`src/rtl/apb_slave_regfile.sv`:
```
// APB slave register bank: ID, transfer counter and byte-strobed RW control registers,
// with programmable wait states and PSLVERR on illegal accesses.
module apb_slave_regfile #(
  parameter int unsigned ADDR_WIDTH  = 32,
  parameter logic [31:0] BASE_ADDR   = 32'h0000_0000,
  parameter int unsigned NUM_REGS    = 8,
  parameter int unsigned WAIT_CYCLES = 2,
  parameter logic [31:0] ID_VALUE    = 32'hA9B0_0001,
  parameter bit          PROTECT_EN  = 1'b1
) (
  input  logic                     s_apb_pclk,
  input  logic                     s_apb_preset,
  input  logic [ADDR_WIDTH-1:0]    s_apb_paddr,
  input  logic                     s_apb_psel,
  input  logic                     s_apb_penable,
  input  logic                     s_apb_pwrite,
  input  logic [31:0]              s_apb_pwdata,
  input  logic [3:0]               s_apb_pstrb,
  input  logic [2:0]               s_apb_pprot,
  output logic [31:0]              s_apb_prdata,
  output logic                     s_apb_pready,
  output logic                     s_apb_pslverr,
  output logic [32*NUM_REGS-1:0]   ctrl_out
);

  localparam int unsigned IDX_W = $clog2(NUM_REGS);

  typedef enum logic {IDLE, ACCESS} state_t;

  state_t                state_q, state_d;
  logic [ADDR_WIDTH-1:0] addr_q;
  logic                  write_q;
  logic [31:0]           wdata_q;
  logic [3:0]            strb_q;
  logic                  priv_q;
  logic [3:0]            wait_q;
  logic [31:0]           xfer_cnt_q;
  logic [31:0]           ctrl_q [2:NUM_REGS-1];

  logic [ADDR_WIDTH-1:0] offset;
  logic [IDX_W-1:0]      idx;
  logic                  err;
  logic                  commit;
  logic                  wr_en;
  logic [31:0]           rd_word;
  logic                  unused_prot;

  assign unused_prot = ^s_apb_pprot[2:1];

  always_ff @(posedge s_apb_pclk) begin
    if (s_apb_preset) state_q <= IDLE;
    else              state_q <= state_d;
  end

  always_comb begin
    state_d = state_q;
    case (state_q)
      IDLE:   if (s_apb_psel && !s_apb_penable) state_d = ACCESS;
      ACCESS: if (!s_apb_psel || (s_apb_penable && s_apb_pready)) state_d = IDLE;
      default: state_d = IDLE;
    endcase
  end

  always_comb begin
    s_apb_pready = (state_q == ACCESS) && (wait_q == '0);
  end

  // Decode works on the captured setup-phase values, never on the live bus.
  always_comb begin
    offset = addr_q - ADDR_WIDTH'(BASE_ADDR);
    idx    = offset[IDX_W+1:2];
    err    = (addr_q[1:0] != 2'b00)
          || (addr_q < ADDR_WIDTH'(BASE_ADDR))
          || ((offset >> 2) >= ADDR_WIDTH'(NUM_REGS))
          || (write_q && (idx < IDX_W'(2)))
          || (PROTECT_EN && write_q && !priv_q);
    commit = (state_q == ACCESS) && s_apb_psel && s_apb_penable && s_apb_pready;
    wr_en  = commit && write_q && !err;
  end

  always_comb begin
    rd_word = '0;
    if (idx == IDX_W'(0)) rd_word = ID_VALUE;
    if (idx == IDX_W'(1)) rd_word = xfer_cnt_q;
    for (int unsigned i = 2; i < NUM_REGS; i++) begin
      if (idx == IDX_W'(i)) rd_word = ctrl_q[i];
    end
    s_apb_prdata  = (s_apb_pready && !write_q && !err) ? rd_word : '0;
    s_apb_pslverr = s_apb_pready && err;
  end

  always_ff @(posedge s_apb_pclk) begin
    if (s_apb_preset) begin
      addr_q  <= '0;
      write_q <= 1'b0;
      wdata_q <= '0;
      strb_q  <= '0;
      priv_q  <= 1'b0;
      wait_q  <= '0;
    end else if (state_q == IDLE) begin
      if (s_apb_psel && !s_apb_penable) begin
        addr_q  <= s_apb_paddr;
        write_q <= s_apb_pwrite;
        wdata_q <= s_apb_pwdata;
        strb_q  <= s_apb_pstrb;
        priv_q  <= s_apb_pprot[0];
        wait_q  <= 4'(WAIT_CYCLES);
      end
    end else if (wait_q != '0) begin
      wait_q <= wait_q - 4'd1;
    end
  end

  always_ff @(posedge s_apb_pclk) begin
    if (s_apb_preset) xfer_cnt_q <= '0;
    else if (commit)  xfer_cnt_q <= xfer_cnt_q + 32'd1;
  end

  always_ff @(posedge s_apb_pclk) begin
    if (s_apb_preset) begin
      for (int unsigned i = 2; i < NUM_REGS; i++) ctrl_q[i] <= '0;
    end else if (wr_en) begin
      for (int unsigned i = 2; i < NUM_REGS; i++) begin
        for (int unsigned b = 0; b < 4; b++) begin
          if ((idx == IDX_W'(i)) && strb_q[b]) ctrl_q[i][8*b +: 8] <= wdata_q[8*b +: 8];
        end
      end
    end
  end

  always_comb begin
    ctrl_out        = '0;
    ctrl_out[31:0]  = ID_VALUE;
    ctrl_out[63:32] = xfer_cnt_q;
    for (int unsigned i = 2; i < NUM_REGS; i++) ctrl_out[32*i +: 32] = ctrl_q[i];
  end

endmodule
```
`config.mk`:
```
export PLATFORM = sky130hd
export DESIGN_NAME = apb_slave_regfile
export DESIGN_NICKNAME = d
export VERILOG_FILES = /design/src/rtl/apb_slave_regfile.sv
export SDC_FILE = /design/constraint.sdc
export NUM_CORES = 1
export LEC_CHECK = 0
export CAP_MARGIN = 20
export CORE_MARGIN = 5
export CORE_UTILIZATION = 49
export DETAILED_ROUTE_END_ITERATION = 8
export GPL_ROUTABILITY_DRIVEN = 0
export MAX_ROUTING_LAYER = met4
export PLACE_DENSITY = 0.91
export SLEW_MARGIN = 10
export SYNTH_ARGS = -nofsm -noshare
export SYNTH_HDL_FRONTEND = slang
export SYNTH_SLANG_ARGS = --single-unit
```
`constraint.sdc`:
```
create_clock -name s_apb_pclk -period 2.9 [get_ports s_apb_pclk]
set_input_delay 0.29 -clock s_apb_pclk [delete_from_list [all_inputs] [get_ports s_apb_pclk]]
set_output_delay 0.29 -clock s_apb_pclk [all_outputs]
set_load 0.02 [all_outputs]
```
=== Word level (Yosys, flattened, before mapping) ===
Memory sizes are Yosys's and may differ from the RTL's.
Index checks and enable logic that the tools add are counted.
Widths: inputs -> output; s select.

* Reduce and logical (&&, ||, !) cells: 54
* Add/sub/neg operators: 2
* Muxes and demuxes: 137
* Divide/modulo/power cells: 0
* Multiply operators: 0
* $lt $le $gt $ge: 3
* Equality and inequality tests: 8
* Shifts and indexed selects: 0
* Bitwise gates (word level): 25

{| class="wikitable"
|+ Operator list
! operator !! count
|-
| $mux 32 || 9
|-
| $mux 8 || 24
|-
| $mux 1 || 100
|-
| $logic_and 1x1->1 || 37
|-
| $add 32x1->32 const B || 1
|-
| $lt 32x1->1 const B || 1
|-
| $ge 30x4->1 const B || 1
|-
| $or 1x1->1 || 24
|-
| $eq 3x3->1 const B || 4
|-
| $mux 4 || 3
|-
| $eq 3x2->1 const B || 2
|-
| $logic_not 1->1 || 5
|-
| $logic_or 1x1->1 || 5
|-
| $logic_not 4->1 || 1
|-
| $reduce_and 2->1 || 2
|-
| $reduce_bool 2->1 || 2
|-
| $reduce_bool 4->1 || 1
|-
| $sub 4x1->4 const B || 1
|-
| $eq 3x1->1 const B || 1
|-
| $logic_not 3->1 || 1
|-
| $lt 3x2->1 const B || 1
|-
| $ne 2x1->1 const B || 1
|-
| $pmux 1 s2 || 1
|-
| $not 1->1 || 1
|}

* Input port bits: 76
* Latch bits: 0
* Memory bits (read-only): 0
* Flip-flop bits (word level): 107
* Memories: 1
* Bits in writable memories: 192

{| class="wikitable"
|+ Memory list
! name !! depth !! bits a word !! read ports !! clocked after memory_dff !! wr ports !! RTL line !! source
|-
| ctrl_q || 6 || 32 || 6 || 0 || 6 || 38 || <nowiki>logic [31:0] ctrl_q [2:NUM_REGS-1];</nowiki>
|}

=== Depth between registers and ports, before layout ===
* Depth after elaboration: 11
* Gate-level depth with buffers: 10

=== Worst setup path after synthesis ===
No wires, ideal clock.

* Path kind: register to output
* Start point: register addr_q[2]
* End point: output port s_apb_prdata[0]
* Arrival time: 2.326 ns
* Setup slack: 0.284 ns
* Cell stages (with the launch flop): 6
* Path buffers: 3
* Cells stage by stage: dfxtp_1 buf_2 buf_2 clkbuf_1 nand2_1 a2111oi_0

* Cells in the longest elaborated chain, start to end: 10
* Elaborated cells on any way between the ends: 27
* Classes of those cells: 3 x order compare; 7 x eq/ne; 9 x mux; 8 x reduce/logical

{| class="wikitable"
|+ RTL lines
! what !! RTL line !! source
|-
| start: declaration || 31 || <nowiki>logic [ADDR_WIDTH-1:0] addr_q;</nowiki>
|-
| start signal: assignment || 102 || <nowiki>addr_q <= s_apb_paddr;</nowiki>
|-
| parallel branches: the longest is 9 deep, another holds $lt 32x1->1 || n/a ||
|-
| $mux 32 * || 88 || <nowiki>s_apb_prdata = (s_apb_pready && !write_q && !err) ? rd_word : '0;</nowiki>
|-
| end: declaration || 20 || <nowiki>output logic [31:0] s_apb_prdata,</nowiki>
|}

Mark *: on every way between the ends.

=== Worst setup path in the final report ===
* Start point: register addr_q[3]
* End point: output port s_apb_prdata[27]

Same word-level chain as after synthesis.

==> impl_metrics.xml <==
<?xml version="1.0" encoding="UTF-8"?>
<metrics>
  <group name="clock_tree">
    <metric name="cts-hold-fix-buffers" unit="">0</metric>
    <metric name="clock_tree.htree_level_count" unit="">1</metric>
    <metric name="clockBufferDepth" unit="">3</metric>
    <metric name="clk_latency" unit="ns">0.56</metric>
    <metric name="clock_tree_root_buffer_cell" unit="">clkbuf_16</metric>
    <metric name="cts_tree" unit="">built</metric>
    <metric name="clk_pin_slew" unit="ns">0.06</metric>
    <metric name="cts_made_buffers" unit="">29</metric>
    <metric name="total_clock_sinks" unit="">299</metric>
  </group>
  <group name="drt">
    <metric name="route.vias.total" unit="">13800</metric>
    <metric name="drc" unit="">1</metric>
    <metric name="routed_wire_length_per_instance" unit="um">24.3</metric>
    <metric name="drtPass1Iterations" unit="">9</metric>
    <metric name="drt.antenna.violating_nets" unit="">0</metric>
    <metric name="totalWireLength" unit="um">52400</metric>
    <metric name="drt_first_iter_violations" unit="">2544</metric>
    <metric name="vias_per_cell" unit="">6.37</metric>
  </group>
  <group name="timing">
    <metric name="timing.fmax" unit="GHz">0.306</metric>
    <metric name="hold_slack" unit="ns">0.0305</metric>
    <metric name="final_min_period_over_clock_period" unit="">1.13</metric>
    <metric name="timing_worst_slew_pin_value" unit="ns">0.862</metric>
    <metric name="finClkSkew" unit="ns">0.0102</metric>
    <metric name="setup-violations-final" unit="">10</metric>
    <metric name="post-route-worst-setup-slack" unit="ns">-0.370</metric>
    <metric name="rsz0062_at_grt" unit="">true</metric>
    <metric name="maxSlewHeadroom" unit="">0.426</metric>
    <metric name="timing_hold_violations_final" unit="">0</metric>
    <metric name="finalWorstPathRequiredPeriod" unit="ns">3.27</metric>
    <metric name="pins_over_slew_limit" unit="">0</metric>
  </group>
  <group name="power">
    <metric name="net-switching-power" unit="mW">2.48</metric>
    <metric name="design_internal_power" unit="mW">7.37</metric>
    <metric name="swShare" unit="">0.252</metric>
    <metric name="max-vdd-ir-drop" unit="mV">0.386</metric>
    <metric name="total_leakage_power" unit="nW">6.41</metric>
    <metric name="power_frac_comb" unit="">0.119</metric>
    <metric name="clkPwrFrac" unit="">0.397</metric>
    <metric name="p_per_area" unit="mW/mm2">516</metric>
    <metric name="power.share.sequential" unit="">0.484</metric>
  </group>
  <group name="flow_run">
    <metric name="timing.max_cap.violations" unit="">0</metric>
  </group>
  <group name="place">
    <metric name="place.detailed.hpwl" unit="um">36800</metric>
    <metric name="port_buffers" unit="">331</metric>
  </group>
  <group name="layout">
    <metric name="num-nets-final" unit="">1831</metric>
    <metric name="postLayoutCoreUtil" unit="">0.667</metric>
    <metric name="area_used_by_multi_input_combinational_logic" unit="mm2">0.00568</metric>
    <metric name="antenna-diode-count" unit="">0</metric>
    <metric name="flow.area_growth_from_synthesis" unit="%">34.6</metric>
    <metric name="most-common-layout-cells" unit="">299 x clkdlybuf4s50_1, 192 x edfxtp_1, 167 x nand2_1, 164 x a21oi_1, 120 x nor2_1</metric>
    <metric name="nFillCells" unit="">1980</metric>
    <metric name="mostFrequentLayoutCell" unit="">clkdlybuf4s50_1</metric>
    <metric name="regArea" unit="mm2">0.00792</metric>
    <metric name="drive_above_1_share" unit="">0.0941</metric>
  </group>
  <group name="synth">
    <metric name="synth.yosys.seq_area_share" unit="">0.558</metric>
    <metric name="mappedNetlistArea" unit="mm2">0.0142</metric>
    <metric name="ys_ff_latch" unit="">299</metric>
    <metric name="synth-async-reset-ratio" unit="">0</metric>
    <metric name="ys_dominant_reg_cell" unit="">edfxtp_1</metric>
    <metric name="synth-warning-count" unit="">0</metric>
    <metric name="number_of_synthesized_flops_with_an_enable_pin" unit="">192</metric>
    <metric name="post_synth_num_cell_types" unit="">62</metric>
    <metric name="count_of_mapped_cells_out_of_synthesis" unit="">1439</metric>
    <metric name="synth.avg_cell_area" unit="um2">9.85</metric>
  </group>
  <group name="worst_setup_path">
    <metric name="crit_arrival" unit="ns">2.98</metric>
    <metric name="cp_endpoint_kind" unit="">output pin</metric>
    <metric name="worst-endpoint-required" unit="ns">2.61</metric>
    <metric name="worstPathMaxFanout" unit="">12</metric>
    <metric name="worst-setup-path-type" unit="">flop to output pin</metric>
    <metric name="worst_path_largest_cell_delay" unit="ns">0.54</metric>
    <metric name="cp_slowest_cell" unit="">a2111oi_4</metric>
    <metric name="timing.critical_path.from_type" unit="">flop</metric>
    <metric name="critical_path.cell_chain" unit="">inv_1 &gt; nand2_1 &gt; o221ai_1 &gt; a2111oi_4 &gt; dlygate4sd2_1</metric>
    <metric name="critPathTopFamily" unit="">compound AO/OA/AOI/OAI gates</metric>
    <metric name="critPathBufInv" unit="">2</metric>
  </group>
  <group name="floorplan">
    <metric name="core_area" unit="mm2">0.0286</metric>
    <metric name="design.portCount" unit="">366</metric>
    <metric name="dieArea" unit="mm2">0.0324</metric>
    <metric name="fp.dieW" unit="um">180</metric>
    <metric name="starting_density" unit="">0.495</metric>
    <metric name="fp-row-count" unit="">62</metric>
    <metric name="die_h" unit="um">180</metric>
  </group>
  <group name="outcome">
    <metric name="violations_in_the_final_reports" unit="">DRC, setup timing</metric>
    <metric name="run_status" unit="">finished, violations left</metric>
  </group>
  <group name="global_routing">
    <metric name="total_congestion_overflow_after_global_routing" unit="">0</metric>
    <metric name="grt_start_max_net_pins" unit="">81</metric>
    <metric name="number_of_antenna_violations_at_the_first_check_in_global_routing" unit="">0</metric>
    <metric name="first_global_vias" unit="">12700</metric>
    <metric name="first_pass_grt_wire_length" unit="um">76900</metric>
    <metric name="groute.usage.overall" unit="">0.306</metric>
  </group>
  <group name="hold_path">
    <metric name="min-delay-path-class" unit="">primary input to flop</metric>
  </group>
</metrics>
[worst reg2reg max path: cells and delay by family (launching register included)]
kind	cells	cell delay, ns
simple gates	3	0.82
buf+inv	3	0.90
compound gates	1	0.45
flops	1	0.32
[layer usage]
metal / vias up / part of all wire / global-route usage
met5: - / 0 / -
met4: 0 / 0.070 / 0.128
met3: 327 / 0.14 / 0.0842
met2: 1294 / 0.44 / 0.473
met1: 6278 / 0.35 / 0.382
li1: 5856 / - / -
[synthesized netlist by cell type (all sizes together), types with 7 or more instances]
master,n,share of area
a2111oi,14,0.0087
a211o,18,0.011
a21oi,164,0.058
a22oi,18,0.0095
and2,10,0.0045
and3,7,0.0032
and4,7,0.0044
buf,70,0.030
clkbuf,76,0.020
dfxtp,107,0.15
edfxtp,192,0.41
inv,43,0.011
mux2i,32,0.023
nand2,167,0.044
nand3,34,0.012
nand3b,7,0.0037
nand4,36,0.018
nor2,122,0.032
nor2b,25,0.011
nor3,100,0.035
nor4,18,0.0079
o211ai,18,0.0095
o21ai,46,0.016
o221ai,8,0.0049
o22a,8,0.0049
o2bb2ai,8,0.0049
o31ai,18,0.0095
or4,20,0.011
[cell type report]
| class | instances | share of cell area |
|---|---|---|
| clock buffers | 41 | 0.0420 |
| inverters | 45 | 0.00892 |
| clock inverters | 12 | 0.00846 |
| multi-input cells | 979 | 0.298 |
| flip-flops and latches | 299 | 0.415 |
| well taps | 384 | 0.0252 |
| repair buffers | 399 | 0.203 |
[per-stage QoR]
| stage | setup WS, ns | total power, mW | std cells | area (um2) | TNS (ns) |
|---|---|---|---|---|---|
| floorplan | 0.284 | 5.44 | 1469 | 14300 | 0 |
| global placement | -0.0315 | 5.90 | 2098 | 17900 | -0.0475 |
| detailed placement | -0.0279 | 5.94 | 2098 | 17900 | -0.0574 |
| CTS | -0.119 | 9.76 | 2152 | 19000 | -0.505 |
| global route | -0.366 | 10.1 | 2159 | 19100 | -1.27 |
| finish | -0.370 | 9.85 | 2159 | 19100 | -1.37 |
[cell families after synthesis]
group / Yosys count / share of synthesized area
adder cells (fa/ha/maj): 2 / 0.00176
flip-flops: 299 / 0.558
multiplexers: 39 / 0.0329
XOR/XNOR: 6 / 0.00371
buffers and inverters: 191 / 0.0625
AND/OR/NAND/NOR: 570 / 0.197
AO/OA/AOI/OAI: 330 / 0.144
other: 2 / 0.000530
[flip-flops by register name (all words and copies together), names as in the netlist]
register	count
wdata_q	32
xfer_cnt_q	32
state_q	1
priv_q	1
write_q	1
addr_q	32
ctrl_q	192
wait_q	4
strb_q	4
[final timing paths]
| path | from | to | slack (ns) | cells past startpoint |
|---|---|---|---|---|
| max | addr_q[3] | s_apb_prdata[27] | -0.37 | 5 |
| max reg2reg | addr_q[5] | ctrl_q[0][99] | 0.10 | 7 |
| min reg2reg | wdata_q[13] | wdata_q[13] | 0.46 | 2 |
| min | s_apb_preset | strb_q[1] | 0.03 | 2 |
[power by group through the flow]
stage	Clock [mW]	Sequential (mW)	Combinational, mW
2_1_floorplan	0	4.93	0.509
3_3_place_gp	0	4.84	1.07
3_5_place_dp	0	4.85	1.09
4_1_cts	3.88	4.76	1.12
5_1_grt	4.05	4.77	1.23
6_report	3.91	4.77	1.18
[timing repair]
| item | CTS | global route |
|---|---|---|
| pin swaps | 2 | 2 |
| endpoints found under the hold margin | 0 | 0 |
| gates resized for setup | 76 | 37 |
| cloned | 1 | 2 |
| setup buffers | 0 | 5 |
| setup endpoints to repair | 32 | 22 |
(Power assumes the default switching activity.)
